$ cat src/rtl/lcd_seq_display.sv
// HD44780 16x2 LCD driver: power-up wait, init command list, then rewrites
// "SEQ:bbbb" / "DET:YES|NO " whenever {match_in, seq_bits} changes.
module lcd_seq_display #(
  parameter int unsigned PWR_UP_CYC   = 1000000,
  parameter int unsigned E_HIGH_CYC   = 25,
  parameter int unsigned CMD_WAIT_CYC = 2500,
  parameter int unsigned CLR_WAIT_CYC = 100000
) (
  input  logic       clk,
  input  logic       rst_n,
  input  logic [3:0] seq_bits,
  input  logic       match_in,
  output logic       lcd_rs,
  output logic       lcd_rw,
  output logic       lcd_e,
  output logic [7:0] lcd_data,
  output logic       lcd_ready,
  output logic       busy
);

  function automatic int unsigned f_max(input int unsigned a, input int unsigned b);
    return (a > b) ? a : b;
  endfunction

  localparam int unsigned CNT_MAX = f_max(f_max(PWR_UP_CYC, CLR_WAIT_CYC),
                                          f_max(E_HIGH_CYC, CMD_WAIT_CYC));
  localparam int unsigned CNT_W   = $clog2(CNT_MAX + 1);

  typedef logic [CNT_W-1:0] cnt_t;
  localparam cnt_t PWR_LAST = cnt_t'(PWR_UP_CYC - 1);
  localparam cnt_t EHI_LAST = cnt_t'(E_HIGH_CYC - 1);
  localparam cnt_t CMD_LAST = cnt_t'(CMD_WAIT_CYC - 1);
  localparam cnt_t CLR_LAST = cnt_t'(CLR_WAIT_CYC - 1);

  typedef enum logic [1:0] {S_PWRUP, S_INIT, S_IDLE, S_UPD} state_t;
  typedef enum logic [1:0] {W_SETUP, W_EHI, W_WAIT} wphase_t;

  state_t     r_state;
  wphase_t    r_phase;
  cnt_t       r_cnt;
  logic [4:0] r_idx;
  logic [4:0] r_snap;
  logic       r_snap_vld;
  logic       r_rs;
  logic       r_e;
  logic [7:0] r_data;
  logic       r_ready;
  logic       r_busy;

  // {rs, data} for each byte of the init list
  function automatic logic [8:0] f_init_byte(input logic [4:0] idx);
    case (idx)
      5'd0, 5'd1, 5'd2, 5'd3: return 9'h038;
      5'd4:                   return 9'h00C;
      5'd5:                   return 9'h001;
      default:                return 9'h006;
    endcase
  endfunction

  // {rs, data} for each byte of a display rewrite; snap = {match, seq[3:0]}
  function automatic logic [8:0] f_upd_byte(input logic [4:0] idx, input logic [4:0] snap);
    case (idx)
      5'd0:    return 9'h080;
      5'd1:    return 9'h153;
      5'd2:    return 9'h145;
      5'd3:    return 9'h151;
      5'd4:    return 9'h13A;
      5'd5:    return {1'b1, 7'h18, snap[0]};
      5'd6:    return {1'b1, 7'h18, snap[1]};
      5'd7:    return {1'b1, 7'h18, snap[2]};
      5'd8:    return {1'b1, 7'h18, snap[3]};
      5'd9:    return 9'h0C0;
      5'd10:   return 9'h144;
      5'd11:   return 9'h145;
      5'd12:   return 9'h154;
      5'd13:   return 9'h13A;
      5'd14:   return snap[4] ? 9'h159 : 9'h14E;
      5'd15:   return snap[4] ? 9'h145 : 9'h14F;
      default: return snap[4] ? 9'h153 : 9'h120;
    endcase
  endfunction

  logic [4:0] w_cur;
  logic [4:0] w_last_idx;
  logic [4:0] w_idx_nxt;
  logic [8:0] w_next_byte;
  cnt_t       w_wait_last;

  assign w_cur       = {match_in, seq_bits};
  assign w_last_idx  = (r_state == S_INIT) ? 5'd6 : 5'd16;
  assign w_idx_nxt   = r_idx + 5'd1;
  assign w_next_byte = (r_state == S_INIT) ? f_init_byte(w_idx_nxt) : f_upd_byte(w_idx_nxt, r_snap);
  assign w_wait_last = (!r_rs && r_data == 8'h01) ? CLR_LAST : CMD_LAST;

  always_ff @(posedge clk) begin
    if (!rst_n) begin
      r_state    <= S_PWRUP;
      r_phase    <= W_SETUP;
      r_cnt      <= '0;
      r_idx      <= '0;
      r_snap     <= '0;
      r_snap_vld <= 1'b0;
      r_rs       <= 1'b0;
      r_e        <= 1'b0;
      r_data     <= '0;
      r_ready    <= 1'b0;
      r_busy     <= 1'b1;
    end else begin
      case (r_state)
        S_PWRUP: begin
          if (r_cnt == PWR_LAST) begin
            r_cnt           <= '0;
            r_state         <= S_INIT;
            r_phase         <= W_SETUP;
            r_idx           <= '0;
            {r_rs, r_data}  <= f_init_byte(5'd0);
          end else begin
            r_cnt <= r_cnt + 1'b1;
          end
        end
        S_IDLE: begin
          // Snapshot is taken on the same edge that presents the first byte
          if (!r_snap_vld || w_cur != r_snap) begin
            r_snap         <= w_cur;
            r_snap_vld     <= 1'b1;
            r_state        <= S_UPD;
            r_busy         <= 1'b1;
            r_phase        <= W_SETUP;
            r_cnt          <= '0;
            r_idx          <= '0;
            {r_rs, r_data} <= f_upd_byte(5'd0, w_cur);
          end
        end
        default: begin
          case (r_phase)
            W_SETUP: begin
              r_e     <= 1'b1;
              r_phase <= W_EHI;
              r_cnt   <= '0;
            end
            W_EHI: begin
              if (r_cnt == EHI_LAST) begin
                r_e     <= 1'b0;
                r_phase <= W_WAIT;
                r_cnt   <= '0;
              end else begin
                r_cnt <= r_cnt + 1'b1;
              end
            end
            W_WAIT: begin
              if (r_cnt == w_wait_last) begin
                r_cnt <= '0;
                if (r_idx == w_last_idx) begin
                  r_state <= S_IDLE;
                  r_busy  <= 1'b0;
                  r_ready <= 1'b1;
                  r_rs    <= 1'b0;
                  r_data  <= '0;
                end else begin
                  r_idx          <= w_idx_nxt;
                  r_phase        <= W_SETUP;
                  {r_rs, r_data} <= w_next_byte;
                end
              end else begin
                r_cnt <= r_cnt + 1'b1;
              end
            end
            default: r_phase <= W_SETUP;
          endcase
        end
      endcase
    end
  end

  assign lcd_rs    = r_rs;
  assign lcd_rw    = 1'b0;
  assign lcd_e     = r_e;
  assign lcd_data  = r_data;
  assign lcd_ready = r_ready;
  assign busy      = r_busy;

endmodule

$ cat config.mk
export PLATFORM = sky130hd
export DESIGN_NAME = lcd_seq_display
export DESIGN_NICKNAME = d
export VERILOG_FILES = /design/src/rtl/lcd_seq_display.sv
export SDC_FILE = /design/constraint.sdc
export NUM_CORES = 1
export LEC_CHECK = 0
export CAP_MARGIN = 20
export CORE_ASPECT_RATIO = 1.2
export CORE_MARGIN = 1.5
export CORE_UTILIZATION = 30
export CTS_CLUSTER_SIZE = 25
export DETAILED_ROUTE_END_ITERATION = 8
export PLACE_DENSITY = 0.47
export SYNTH_ARGS = -nofsm -noshare
export SYNTH_HDL_FRONTEND = slang
export SYNTH_SLANG_ARGS = --single-unit
$ cat constraint.sdc
create_clock -name clk -period 3.1 [get_ports clk]
set_clock_uncertainty 0.2 [all_clocks]
set_input_delay 0.62 -clock clk [delete_from_list [all_inputs] [get_ports clk]]
set_output_delay 0.62 -clock clk [all_outputs]
set_load 0.005 [all_outputs]
# == After elaboration in Yosys (flattened, before gate mapping) ==
# Index checks and enable logic that the tools add are counted.
# word_totals
in_bits,7
ff_bits,47
out_inout_bits,13
# op_classes
n_eq_ne,32
muxes,52
n_reduce_logical,28
bitwise_logic,2
n_addsub,2
# ops
operator,count
one-hot mux 9 bit (14 select lines),1
2-to-1 mux 20 bit,4
one-hot mux 20 bit (3 select lines),1
"equality test 5 x 4 -> 1 bit, second input constant",8
2-to-1 mux 8 bit,5
one-hot mux 20 bit (2 select lines),1
2-to-1 mux 5 bit,7
"adder 20 x 1 -> 20 bit, second input constant",1
equality test 20 x 17 -> 1 bit,1
"equality test 20 bit, second input constant",1
"equality test 20 x 5 -> 1 bit, second input constant",1
"equality test 5 x 3 -> 1 bit, second input constant",4
2-to-1 mux 2 bit,10
AND reduction 5 bit,4
one-hot mux 6 bit (3 select lines),1
2-to-1 mux 17 bit,1
one-hot mux 8 bit (2 select lines),1
"equality test 5 x 2 -> 1 bit, second input constant",2
2-to-1 mux 1 bit,10
one-hot mux 5 bit (2 select lines),1
2-to-1 mux 9 bit,1
nonzero test 3 bit,3
"equality test 8 x 1 -> 1 bit, second input constant",1
"inequality test 4 x 2 -> 1 bit, second input constant",2
other kinds (27),44

# == Depth between registers and ports, before layout ==
# Gate-level depths: netlist of the first run.
# depth
depth_word,9
mapped_depth,10

# == Worst setup path before layout of the first run ==
# OpenSTA, ideal clock, no wires.
# synth_timing
path_type,register to register
start,reg r_idx[0]
end,reg r_rs (netlist: lcd_rs)
arrival_ns,2.093
path_stages_with_launch,10
path_buffers,2
setup_slack_ns,0.690
path_cell_list,dfxtp_1 > buf_2 > inv_1 > ha_1 > clkbuf_1 > o22a_1 > o32ai_1 > a211oi_1 > or3_1 > a32o_1
# synth_via
elab_chain_len,9
elab_cells_between_ends,26
classes_between,1 x add/sub; 16 x eq/ne; 6 x mux; 3 x reduce/logical
# synth_lines
element,line,text
start: declaration,41,logic [4:0] r_idx;
start signal: assignment,160,r_idx <= w_idx_nxt;
adder 5 x 1 -> 5 bit,91,assign w_idx_nxt = r_idx + 5'd1;
"equality test 5 x 4 -> 1 bit, or another cell as far along",62,case (idx)
OR reduction 2 bit (no line),-,
one-hot mux 9 bit (14 select lines),62,
2-to-1 mux 9 bit,92,"assign w_next_byte = (r_state == S_INIT) ? f_init_byte(w_idx_nxt) : f_upd_byte(w_idx_nxt, r_snap);"
2-to-1 mux 1 bit *,153,if (r_idx == w_last_idx) begin
2-to-1 mux 1 bit *,151,if (r_cnt == w_wait_last) begin
2-to-1 mux 1 bit *,135,case (r_phase)
one-hot mux 1 bit (2 select lines) *,109,case (r_state)
end signal: assignment,116,"{r_rs, r_data} <= f_init_byte(5'd0);"
end signal: assignment,131,"{r_rs, r_data} <= f_upd_byte(5'd0, w_cur);"
end signal: assignment,162,"{r_rs, r_data} <= w_next_byte;"
end: declaration,44,logic r_rs;
# Every way passes the cells marked *; elsewhere a longest branch is shown, timed or not. The select of a mux whose other input is x is not followed.
# A chain may end at the register's enable or synchronous reset.

# == Worst setup path in the final report of the first run ==
# layout_timing
start,reg r_idx[0]
end,reg r_data[0] (netlist: lcd_data[0])
# layout_via
elab_chain_len,9
elab_cells_between_ends,28
classes_between,1 x add/sub; 16 x eq/ne; 7 x mux; 4 x reduce/logical
# layout_lines
element,line,text
adder 5 x 1 -> 5 bit,91,
"equality test 5 x 4 -> 1 bit, or another cell as far along",62,
OR reduction 2 bit (no line) / OR reduction 4 bit (equally long branches),-,
one-hot mux 9 bit (14 select lines) / one-hot mux 6 bit (3 select lines) (equally long branches),"62, 52",
2-to-1 mux 9 bit,92,
2-to-1 mux 8 bit *,153,
2-to-1 mux 8 bit *,151,
2-to-1 mux 8 bit *,135,
one-hot mux 8 bit (2 select lines) *,109,
end signal: assignment,116,
end signal: assignment,131,
end signal: assignment,162,
end: declaration,46,logic [7:0] r_data;
# Marks and branches as above.

==> flow_summary_export.csv, run 1 <==
group,metric,value,unit
run_status,status,"finished, final reports clean",
clock_tree,cts.repair.resized,0,
synth,post_synth_xor_area_fraction,6.53,%
clock_tree,clk_latency,0.29,ns
clock_tree,cts_tree,"yes",
clock_tree,htree_levels,2,
detailed_routing,routed_wire_length_per_instance,16.9,um
global_routing,grt_overflow,0,
timing,hold_viol_final,0,
synth,yosysSeqAreaShare,28.1,%
synth,synth_top_family_by_area,"simple AND/OR/NAND/NOR gates",
cells_and_area,antenna_cells,0,
cells_and_area,drive_gt1_share,8.46,%
place,hpwl,7770,um
timing,post-route-period-util,88.5,%
timing,setup_tns,0,ns
detailed_routing,post-route-drc-count,0,
clock_tree,cts_buffers,5,
cells_and_area,syn_to_final_growth,14.6,%
floorplan,placementRows,42,
cells_and_area,fin_nets,478,
detailed_routing,dr.first_iter.drc_count,149,
worst_hold_path,holdPathStages,2,
detailed_routing,postRouteAntennaNets,0,
clock_tree,cts.sinks,47,
synth,synthTopCellsByArea,"dfxtp_1 28%, nand2_1 5.2%, nor2_1 4.1%, ha_1 4.1%, nand3_1 4.0%",
place,gp_congestion,0.866,
cells_and_area,final_cell_mix,"47 x dfxtp_1, 46 x nand2_1, 37 x nor2_1",
floorplan,initial_utilization,30.5,%
cells_and_area,multi_input_area,0.00221,sq mm
worst_setup_path,start_kind,"flop",
global_routing,antenna_found_initial,0,
synth,synth_cells,444,
clock_tree,cts_hold_buf,0,
worst_setup_path,r2r_cells,8,
timing,slew_viol_final,0,
worst_setup_path,worstSetupPathType,"flop to flop",
timing,rsz0062_at_grt,"false",
timing,fmax,365,MHz
synth,yosys_warnings,0,
synth,synth_enable_flop_cells,0,
worst_setup_path,worstSetupEndpointType,"flop",
detailed_routing,wl_met1,4430,um
synth,synth.ff_latch_count,47,
detailed_routing,viasPerCell,5.55,
synth,syn-num-nets,462,
timing,worstMarginPinSlew,0.660,ns
worst_setup_path,path_max_fanout,10,
worst_setup_path,worstPathArrival,2.71,ns
cells_and_area,final_common_cell,"dfxtp_1",
power_and_ir_drop,comb_power_share,3.9,%
cells_and_area,regArea,941,sq um
detailed_routing,met2WireLength,5160,um
detailed_routing,totalWireLength,10000,um
synth,yosysTopAreaCellShare,28.1,%
floorplan,die_h,119,um
power_and_ir_drop,sw_frac_of_total,22.0,%
floorplan,fp.dieW,99.5,um
detailed_routing,routed-via-count,3291,
global_routing,grt_use_total,17.6,%
synth,netlist_area,0.00335,sq mm
run,cap_violations,0,
power_and_ir_drop,peakVddDrop,0.203,mV
power_and_ir_drop,clkPwrFrac,44.6,%
place,portBuffers,18,
synth,synthMuxAreaShare,2.43,%
synth,synth_top_cell_by_area,"dfxtp_1",
power_and_ir_drop,p_seq_share,51.6,%
detailed_routing,firstDrtPassIters,6,
floorplan,pin_count,20,
power_and_ir_drop,internal-power,927,uW
worst_hold_path,hp-class,"flop to flop",
timing,fin_crit,2.74,ns
global_routing,grt_pass1_wl,16700,um
timing,whs,0.279,ns
clock_tree,clock_tree.root_cell,"clkbuf_16",
floorplan,die_area,0.0118,sq mm
synth,synth_simple_gate_area_share,31.3,%
timing,slew_headroom,55.6,%
power_and_ir_drop,p_sw,262,uW
synth,synthAdderAreaFrac,4.11,%
synth,async_reset_ff_share,0,%
cells_and_area,fillers,1165,
detailed_routing,highest_layer,"met4",
power_and_ir_drop,total_power,1.19,mW
clock_tree,cts_setup_buffers,0,
floorplan,core,0.0110,sq mm
power_and_ir_drop,power_density,310,mW/mm^2
detailed_routing,dr_wl_met3,214,um
synth,synth_flop_cell,"dfxtp_1",
timing,setup_viol,0,
global_routing,grt_pass1_vias,3249,
synth,syn_area_per_cell,7.55,sq um
synth,synth_compound_area_share,21.5,%
global_routing,grt_max_degree,23,
synth,synth.distinct_cells,73,
power_and_ir_drop,p_leak,1.37,nW
clock_tree,cts_max_path_buffers,2,
worst_setup_path,required,3.07,ns
clock_tree,clk_pin_slew_worst_paths,0.07,ns
routing by layer:
| layer | global-route usage, % | vias to the layer above |
|---|---|---|
| li1 | - | 1648 |
| met1 | 21.6 | 1573 |
| met2 | 31.0 | 53 |
| met3 | 2.01 | 17 |
| met4 | 6.78 | 0 |
| met5 | 0 | - |
final cells by class:
class,count,share of cell area (%)
multi-input cells,354,57.6
flip-flops and latches,47,24.5
repair buffers,38,8.60
well taps,132,4.30
clock buffers,7,3.45
inverters,14,1.37
clock inverters,1,0.130
registers in the layout (all words and copies together) (netlist names), 2 cells and up:
register / cells
r_cnt: 20
lcd_data: 8
r_idx: 5
r_snap: 5
r_phase: 2
r_state: 2
through the flow:
stage / area, sq um / util (%) / worst slack, ns / cells
final: 3840 / 35.0 / 0.357 / 593
after global routing: 3840 / 35.0 / 0.192 / 593
after CTS: 3840 / 35.0 / 0.386 / 593
after detailed placement: 3700 / 33.7 / 0.309 / 585
after global placement: 3700 / 33.7 / 0.341 / 585
after floorplan: 3350 / - / 0.690 / 444
path summary, 6_finish.rpt:
path                                  from                        to  slack, ns
hold / removal    lcd_data[7]$_SDFFE_PN0P_  lcd_data[7]$_SDFFE_PN0P_       0.28
setup reg to reg     r_idx[0]$_SDFFE_PN0P_  lcd_data[0]$_SDFFE_PN0P_       0.36
setup / recovery     r_idx[0]$_SDFFE_PN0P_  lcd_data[0]$_SDFFE_PN0P_       0.36
hold reg to reg   lcd_data[7]$_SDFFE_PN0P_  lcd_data[7]$_SDFFE_PN0P_       0.28
critical path, stage by stage, from the launching register on:
cell and delay [ns]:
dfxtp_1 0.47, buf_4 0.21, ha_1 0.39, nor4_1 0.10, buf_4 0.17, o21ai_0 0.39
nand3_1 0.21, nor3_1 0.35, o21bai_1 0.12
Yosys cell counts (2+ instances only):
library cell / n
xor2_1: 10
mux2i_1: 7
and2_1: 4
nor3b_1: 2
and3_1: 6
ha_1: 11
nor2_1: 37
nand2_1: 46
o211ai_1: 3
nand4_1: 12
nor4_1: 7
a21boi_0: 3
o31ai_1: 2
nor2b_1: 8
a41o_1: 2
nor3_1: 22
or4_1: 3
xnor2_1: 15
a21oi_1: 23
o32ai_1: 2
and4_1: 2
o21ai_0: 23
buf_2: 10
buf_4: 4
o31a_1: 2
a211oi_1: 4
clkbuf_1: 12
o21a_1: 3
nand3_1: 27
nand2b_1: 5
and3_2: 3
o22ai_1: 6
a22o_1: 5
a22oi_1: 2
a31oi_1: 5
inv_1: 13
a31o_2: 2
or3_1: 6
dfxtp_1: 47
o2bb2ai_1: 5
power groups by stage:
stage	clock [mW]	combinational, mW	sequential [mW]
after global routing	0.565	0.0513	0.614
after floorplan	0	0.0246	0.626
after global placement	0	0.0462	0.627
after CTS	0.544	0.0471	0.613
final	0.530	0.0458	0.613
after detailed placement	0	0.0469	0.627
cells by family after synthesis:
| kind of cell | count (synthesis) |
|---|---|
| compound gates | 107 |
| mux | 8 |
| other cells | 1 |
| buf+inv | 43 |
| flops | 47 |
| fa+ha+maj | 11 |
| simple gates | 202 |
| xor+xnor | 25 |
Note: power is estimated with default switching activity, not from simulation.
==> run 2: changes to the inputs <==
--- a/config.mk
+++ b/config.mk
@@ -7,7 +7,7 @@
 export LEC_CHECK = 0
 export CAP_MARGIN = 20
 export CORE_ASPECT_RATIO = 1.2
-export CORE_MARGIN = 1.5
+export CORE_MARGIN = 3
 export CORE_UTILIZATION = 30
 export CTS_CLUSTER_SIZE = 25
 export DETAILED_ROUTE_END_ITERATION = 8
==> flow_summary_export.csv, run 2 (synthesized netlist as in run 1, its figures left out) <==
group,metric,value,unit
detailed_routing,firstDrtPassIters,4,
detailed_routing,routed_wire_length_per_instance,17.1,um
place,gp_congestion,0.872,
cells_and_area,finalNonFillerCells,593,
timing,worstMarginPinSlew,0.612,ns
clock_tree,cts_hold_buf,0,
timing,fin_crit,2.66,ns
clock_tree,cts_setup_buffers,0,
cells_and_area,largest_reg_flops,20,
global_routing,grt_max_degree,23,
power_and_ir_drop,p_seq_share,47.5,%
timing,setup_tns,0,ns
detailed_routing,postRouteAntennaNets,0,
place,portBuffers,18,
worst_setup_path,worstPathArrival,2.68,ns
cells_and_area,fin_nets,481,
clock_tree,clk_pin_slew_worst_paths,0.07,ns
timing,whs,0.281,ns
power_and_ir_drop,power_density,332,mW/mm^2
power_and_ir_drop,internal-power,1.01,mW
power_and_ir_drop,sw_frac_of_total,21.5,%
clock_tree,cts.repair.resized,0,
cells_and_area,drive_gt1_share,9.48,%
power_and_ir_drop,clkPwrFrac,48.9,%
worst_setup_path,cp_slowest_cell,"or4_1",
detailed_routing,routed-via-count,3298,
cells_and_area,regMostFlops,"r_cnt",
timing,slew_viol_final,0,
run_status,status,"finished, final reports clean",
worst_setup_path,worstReg2RegStart,"r_cnt[1]$_SDFFE_PN0P_",
cells_and_area,final_common_cell,"dfxtp_1",
timing,setup_viol,0,
worst_setup_path,worstSetupEndpointType,"flop",
clock_tree,cts_buffers,5,
place,placed_cells,585,
worst_setup_path,path_max_fanout,8,
clock_tree,cts_max_path_buffers,2,
power_and_ir_drop,comb_power_share,3.6,%
clock_tree,cts.sinks,47,
worst_setup_path,r2r_cells,7,
worst_setup_path,worstSetupPathType,"flop to flop",
worst_setup_path,reg2reg_to,"r_phase[1]$_SDFFE_PN0P_",
worst_setup_path,ff2ff_setup_slack,0.44,ns
global_routing,grt_use_total,17.2,%
worst_setup_path,endpoint,"r_phase[1]$_SDFFE_PN0P_",
cells_and_area,antenna_cells,0,
run,cap_violations,0,
clock_tree,htree_levels,2,
timing,post-route-period-util,85.9,%
detailed_routing,post-route-drc-count,0,
clock_tree,clk_latency,0.29,ns
floorplan,core,0.0107,sq mm
clock_tree,cts_tree,"yes",
cells_and_area,fillers,1139,
detailed_routing,viasPerCell,5.56,
detailed_routing,totalWireLength,10200,um
floorplan,fp.dieW,102,um
global_routing,grt_overflow,0,
clock_tree,clock_tree.root_cell,"clkbuf_16",
floorplan,die_area,0.0125,sq mm
global_routing,grt_pass1_wl,16900,um
floorplan,initial_utilization,31.3,%
cells_and_area,syn_to_final_growth,16.1,%
timing,slew_headroom,58.9,%
global_routing,grt_pass1_vias,3283,
global_routing,antenna_found_initial,0,
detailed_routing,dr.first_iter.drc_count,131,
power_and_ir_drop,peakVddDrop,0.281,mV
floorplan,die_h,122,um
timing,hold_viol_final,0,
cells_and_area,final_cell_mix,"47 x dfxtp_1, 46 x nand2_1, 37 x nor2_1",
place,hpwl,7830,um
worst_setup_path,start_kind,"flop",
power_and_ir_drop,p_leak,1.39,nW
worst_setup_path,critPathLaunch,"r_cnt[1]$_SDFFE_PN0P_",
power_and_ir_drop,p_sw,278,uW
worst_setup_path,max_stage_delay,0.49,ns
worst_setup_path,cp_cell_sequence,"ha_1 -> nand4_1 -> or4_1 -> o31a_1 -> nor2_4 -> nor3b_2 -> mux2i_1",
floorplan,pin_count,20,
cells_and_area,regArea,941,sq um
timing,rsz0062_at_grt,"false",
floorplan,placementRows,41,
worst_setup_path,required,3.12,ns
cells_and_area,multi_input_area,0.00221,sq mm
worst_hold_path,hp-class,"flop to flop",
timing,fmax,376,MHz
==> run 2: cell type report <==
| class | instances | share of cell area [%] |
|---|---|---|
| multi-input combinational | 354 | 56.9 |
| sequential | 47 | 24.2 |
| timing repair buffer | 41 | 9.06 |
| tap | 129 | 4.15 |
| clock buffer | 5 | 3.21 |
| inverter | 14 | 1.35 |
| clock inverter | 3 | 1.19 |
==> run 2: worst min path at each step <==
stage	start	end	slack (ns)	cells past startpoint
final	lcd_ready$_SDFFE_PN0P_	lcd_ready$_SDFFE_PN0P_	0.28	1
after floorplan	r_phase[1]$_SDFFE_PN0P_	r_phase[1]$_SDFFE_PN0P_	0.25	2
after global routing	r_phase[0]$_SDFFE_PN0P_	r_phase[0]$_SDFFE_PN0P_	0.30	2
after detailed placement	lcd_ready$_SDFFE_PN0P_	lcd_ready$_SDFFE_PN0P_	0.26	1
after global placement	lcd_ready$_SDFFE_PN0P_	lcd_ready$_SDFFE_PN0P_	0.26	1
after CTS	r_phase[0]$_SDFFE_PN0P_	r_phase[0]$_SDFFE_PN0P_	0.29	2
==> run 2: critical path: cells and delay by family, from the launching register on <==
family	cells	cell delay, ns
compound gates	1	0.35
fa+ha+maj	1	0.33
flops	1	0.37
simple gates	4	1.13
mux	1	0.21
==> run 2: routing by layer <==
| metal | track usage [%] | routed length [um] | share of wire (%) | vias to the layer above |
|---|---|---|---|---|
| met3 | 2.29 | 273 | 2.7 | 26 |
| li1 | - | - | - | 1655 |
| met2 | 29.3 | 5100 | 50 | 68 |
| met4 | 7.79 | 338 | 3.3 | 0 |
| met1 | 21.2 | 4450 | 44 | 1549 |
| met5 | 0 | 0 | 0 | - |
==> run 2: power by group through the flow <==
stage | logic [mW] | registers, mW | clock network, mW
6_report | 0.0460 | 0.613 | 0.631
5_1_grt | 0.0523 | 0.614 | 0.675
4_1_cts | 0.0467 | 0.613 | 0.650
3_5_place_dp | 0.0462 | 0.627 | 0
3_3_place_gp | 0.0469 | 0.627 | 0
2_1_floorplan | 0.0246 | 0.626 | 0
==> run 2: metrics by stage <==
stage	util (%)	setup slack, ns	power [mW]	area (sq um)
2_1_floorplan	-	0.690	0.650	3350
3_3_place_gp	34.7	0.327	0.674	3720
3_5_place_dp	34.7	0.309	0.674	3720
4_1_cts	36.3	0.429	1.31	3890
5_1_grt	36.3	0.248	1.34	3890
6_report	36.3	0.438	1.29	3890
==> run 3: changes to the inputs <==
--- a/config.mk
+++ b/config.mk
@@ -5,6 +5,7 @@
 export SDC_FILE = /design/constraint.sdc
 export NUM_CORES = 1
 export LEC_CHECK = 0
+export ABC_AREA = 1
 export CAP_MARGIN = 20
 export CORE_ASPECT_RATIO = 1.2
 export CORE_MARGIN = 3
@@ -12,6 +13,7 @@
 export CTS_CLUSTER_SIZE = 25
 export DETAILED_ROUTE_END_ITERATION = 8
 export PLACE_DENSITY = 0.47
+export SLEW_MARGIN = 25
 export SYNTH_ARGS = -nofsm -noshare
 export SYNTH_HDL_FRONTEND = slang
 export SYNTH_SLANG_ARGS = --single-unit
==> flow_summary_export.csv, run 3 <==
group,metric,value,unit
floorplan,fp.dieW,101,um
detailed_routing,viasPerCell,4.83,
detailed_routing,totalWireLength,8680,um
synth,synthTopCellsByArea,"dfxtp_1 29%, nand2_1 12%, inv_1 6.7%, nor2_1 6.7%, nand3_1 4.5%",
cells_and_area,fillers,1138,
detailed_routing,firstDrtPassIters,4,
clock_tree,cts_setup_buffers,0,
detailed_routing,routed-via-count,3047,
timing,whs,0.284,ns
synth,synth_cells,485,
worst_setup_path,max_stage_delay,0.50,ns
synth,yosys_warnings,0,
cells_and_area,drive_gt1_share,14.7,%
worst_hold_path,holdPathStages,2,
clock_tree,clk_pin_slew_worst_paths,0.07,ns
worst_hold_path,hp-class,"flop to flop",
place,hpwl,6940,um
synth,yosysSeqAreaShare,29.1,%
place,gp_congestion,0.892,
global_routing,grt_use_total,15.1,%
worst_setup_path,reg2reg_to,"lcd_data[1]$_SDFFE_PN0P_",
worst_setup_path,worstReg2RegStart,"r_idx[1]$_SDFFE_PN0P_",
detailed_routing,postRouteAntennaNets,0,
synth,synth_flop_cell,"dfxtp_1",
floorplan,pin_count,20,
worst_setup_path,path_max_fanout,10,
timing,fmax,400,MHz
synth,synth_enable_flop_cells,0,
worst_setup_path,r2r_cells,13,
clock_tree,htree_levels,2,
synth,yosysMostFrequentCell,"nand2_1",
clock_tree,cts.repair.resized,0,
cells_and_area,regMostFlops,"r_cnt",
timing,post-route-period-util,80.6,%
timing,hold_viol_final,0,
global_routing,grt_max_degree,17,
place,portBuffers,18,
floorplan,die_h,120,um
global_routing,grt_pass1_vias,3030,
cells_and_area,fin_nets,522,
global_routing,grt_pass1_wl,14700,um
timing,fin_crit,2.50,ns
floorplan,placementRows,40,
timing,rsz0062_at_grt,"false",
clock_tree,cts_hold_buf,0,
cells_and_area,antenna_cells,0,
clock_tree,cts_tree,"yes",
timing,slew_viol_final,0,
synth,netlist_area,0.00323,sq mm
floorplan,core,0.0103,sq mm
worst_setup_path,required,3.11,ns
synth,yosysTopAreaCellShare,29.1,%
worst_setup_path,start_kind,"primary input",
timing,setup_viol,0,
worst_setup_path,worstPathArrival,2.51,ns
synth,synth.ff_latch_count,47,
synth,synth_top_cell_by_area,"dfxtp_1",
synth,synth_commonest_cells,"102 x nand2_1, 58 x inv_1, 58 x nor2_1",
clock_tree,cts.sinks,47,
worst_setup_path,cp_cell_sequence,"clkdlybuf4s50_1 -> inv_1 -> o21ai_0 -> a21oi_1 -> nand4_2 -> nand2_2 -> buf_4 -> nor2_1 -> nand2_1 -> o21ai_0 -> inv_1 -> nor3_1",
detailed_routing,post-route-drc-count,0,
power_and_ir_drop,p_leak,1.49,nW
synth,synth.distinct_cells,42,
worst_setup_path,critPathLaunch,"seq_bits[0]",
worst_setup_path,worstSetupEndpointType,"flop",
power_and_ir_drop,peakVddDrop,0.181,mV
clock_tree,cts_buffers,5,
detailed_routing,routed_wire_length_per_instance,13.8,um
cells_and_area,final_cell_mix,"102 x nand2_1, 58 x inv_1, 58 x nor2_1",
global_routing,antenna_found_initial,0,
worst_setup_path,worstSetupPathType,"primary input to flop",
run,cap_violations,0,
run_status,status,"finished, final reports clean",
worst_setup_path,endpoint,"r_cnt[15]$_SDFFE_PN0P_",
power_and_ir_drop,power_density,349,mW/mm^2
synth,async_reset_ff_share,0,%
cells_and_area,syn_to_final_growth,14.9,%
timing,setup_tns,0,ns
clock_tree,clk_latency,0.29,ns
floorplan,initial_utilization,31.5,%
worst_setup_path,cp_slowest_cell,"clkdlybuf4s50_1",
global_routing,grt_overflow,0,
clock_tree,clock_tree.root_cell,"clkbuf_16",
synth,syn_area_per_cell,6.67,sq um
synth,syn-num-nets,503,
detailed_routing,dr.first_iter.drc_count,121,
floorplan,die_area,0.0121,sq mm
cells_and_area,final_common_cell,"nand2_1",
clock_tree,cts_max_path_buffers,2,
worst_setup_path,ff2ff_setup_slack,0.68,ns
cells_and_area,largest_reg_flops,20,
==> run 3: worst min-delay path by stage <==
stage                                       start                      end  slack (ns)
after detailed placement  r_snap_vld$_SDFFE_PN0P_  r_snap_vld$_SDFFE_PN0P_        0.27
after global placement    r_snap_vld$_SDFFE_PN0P_  r_snap_vld$_SDFFE_PN0P_        0.26
final                     r_snap_vld$_SDFFE_PN0P_  r_snap_vld$_SDFFE_PN0P_        0.28
after floorplan           r_snap_vld$_SDFFE_PN0P_  r_snap_vld$_SDFFE_PN0P_        0.23
after CTS                 r_snap_vld$_SDFFE_PN0P_  r_snap_vld$_SDFFE_PN0P_        0.29
after global routing      r_phase[0]$_SDFFE_PN0P_  r_phase[0]$_SDFFE_PN0P_        0.32
==> run 3: worst max-delay path: cells and delay by family <==
| kind | cells | cell delay (ns) |
|---|---|---|
| buffers and inverters | 4 | 0.80 |
| and+or+nand+nor | 5 | 0.65 |
| AOI/OAI and AO/OA | 3 | 0.43 |
==> run 3: cell families (layout without fill, tap and decap cells) <==
logic type / after synthesis / in the layout / synth area share, %
flops: 47 / 47 / 29.1
simple gates: 275 / 275 / 43.2
compound gates: 58 / 58 / 10.3
buf+inv: 83 / 103 / 10.4
xor+xnor: 10 / 10 / 2.71
other cells: 1 / 1 / 0.116
fa+ha+maj: 11 / 11 / 4.26
==> run 3: final cells by class <==
cell class	count	area, sq um	area share, %
multi-input combinational	355	1960	52.7
sequential	47	941	25.3
clock buffer	6	139	3.74
clock inverter	2	35.0	0.943
tap	126	158	4.24
timing repair buffer	22	210	5.66
inverter	73	275	7.41
==> run 3: layer usage <==
layer / GRT usage [%] / vias to the layer above / part of all wire [%]
met3: 1.69 / 7 / 1.5
met4: 4.47 / 0 / 1.2
met1: 18.7 / 1400 / 46
met2: 27.0 / 31 / 52
li1: - / 1609 / -
met5: 0 / - / 0
==> run 3: through the flow <==
| step | setup WS, ns | area (sq um) | power [mW] | std cells | utilization [%] |
|---|---|---|---|---|---|
| 2_1_floorplan | 1.04 | 3230 | 0.649 | 485 | - |
| 3_3_place_gp | 0.357 | 3540 | 0.666 | 623 | 34.5 |
| 3_5_place_dp | 0.310 | 3540 | 0.666 | 623 | 34.5 |
| 4_1_cts | 0.600 | 3710 | 1.31 | 631 | 36.2 |
| 5_1_grt | 0.334 | 3710 | 1.33 | 631 | 36.2 |
| 6_report | 0.601 | 3710 | 1.30 | 631 | 36.2 |
==> run 3: power breakdown <==
group          leakage [nW]  internal, mW  switching [mW]  total, mW
clock network        0.0868         0.402           0.244      0.645
registers             0.379         0.607         0.00327      0.610
logic                  1.02        0.0167          0.0243     0.0410
total                  1.49          1.03           0.271       1.30
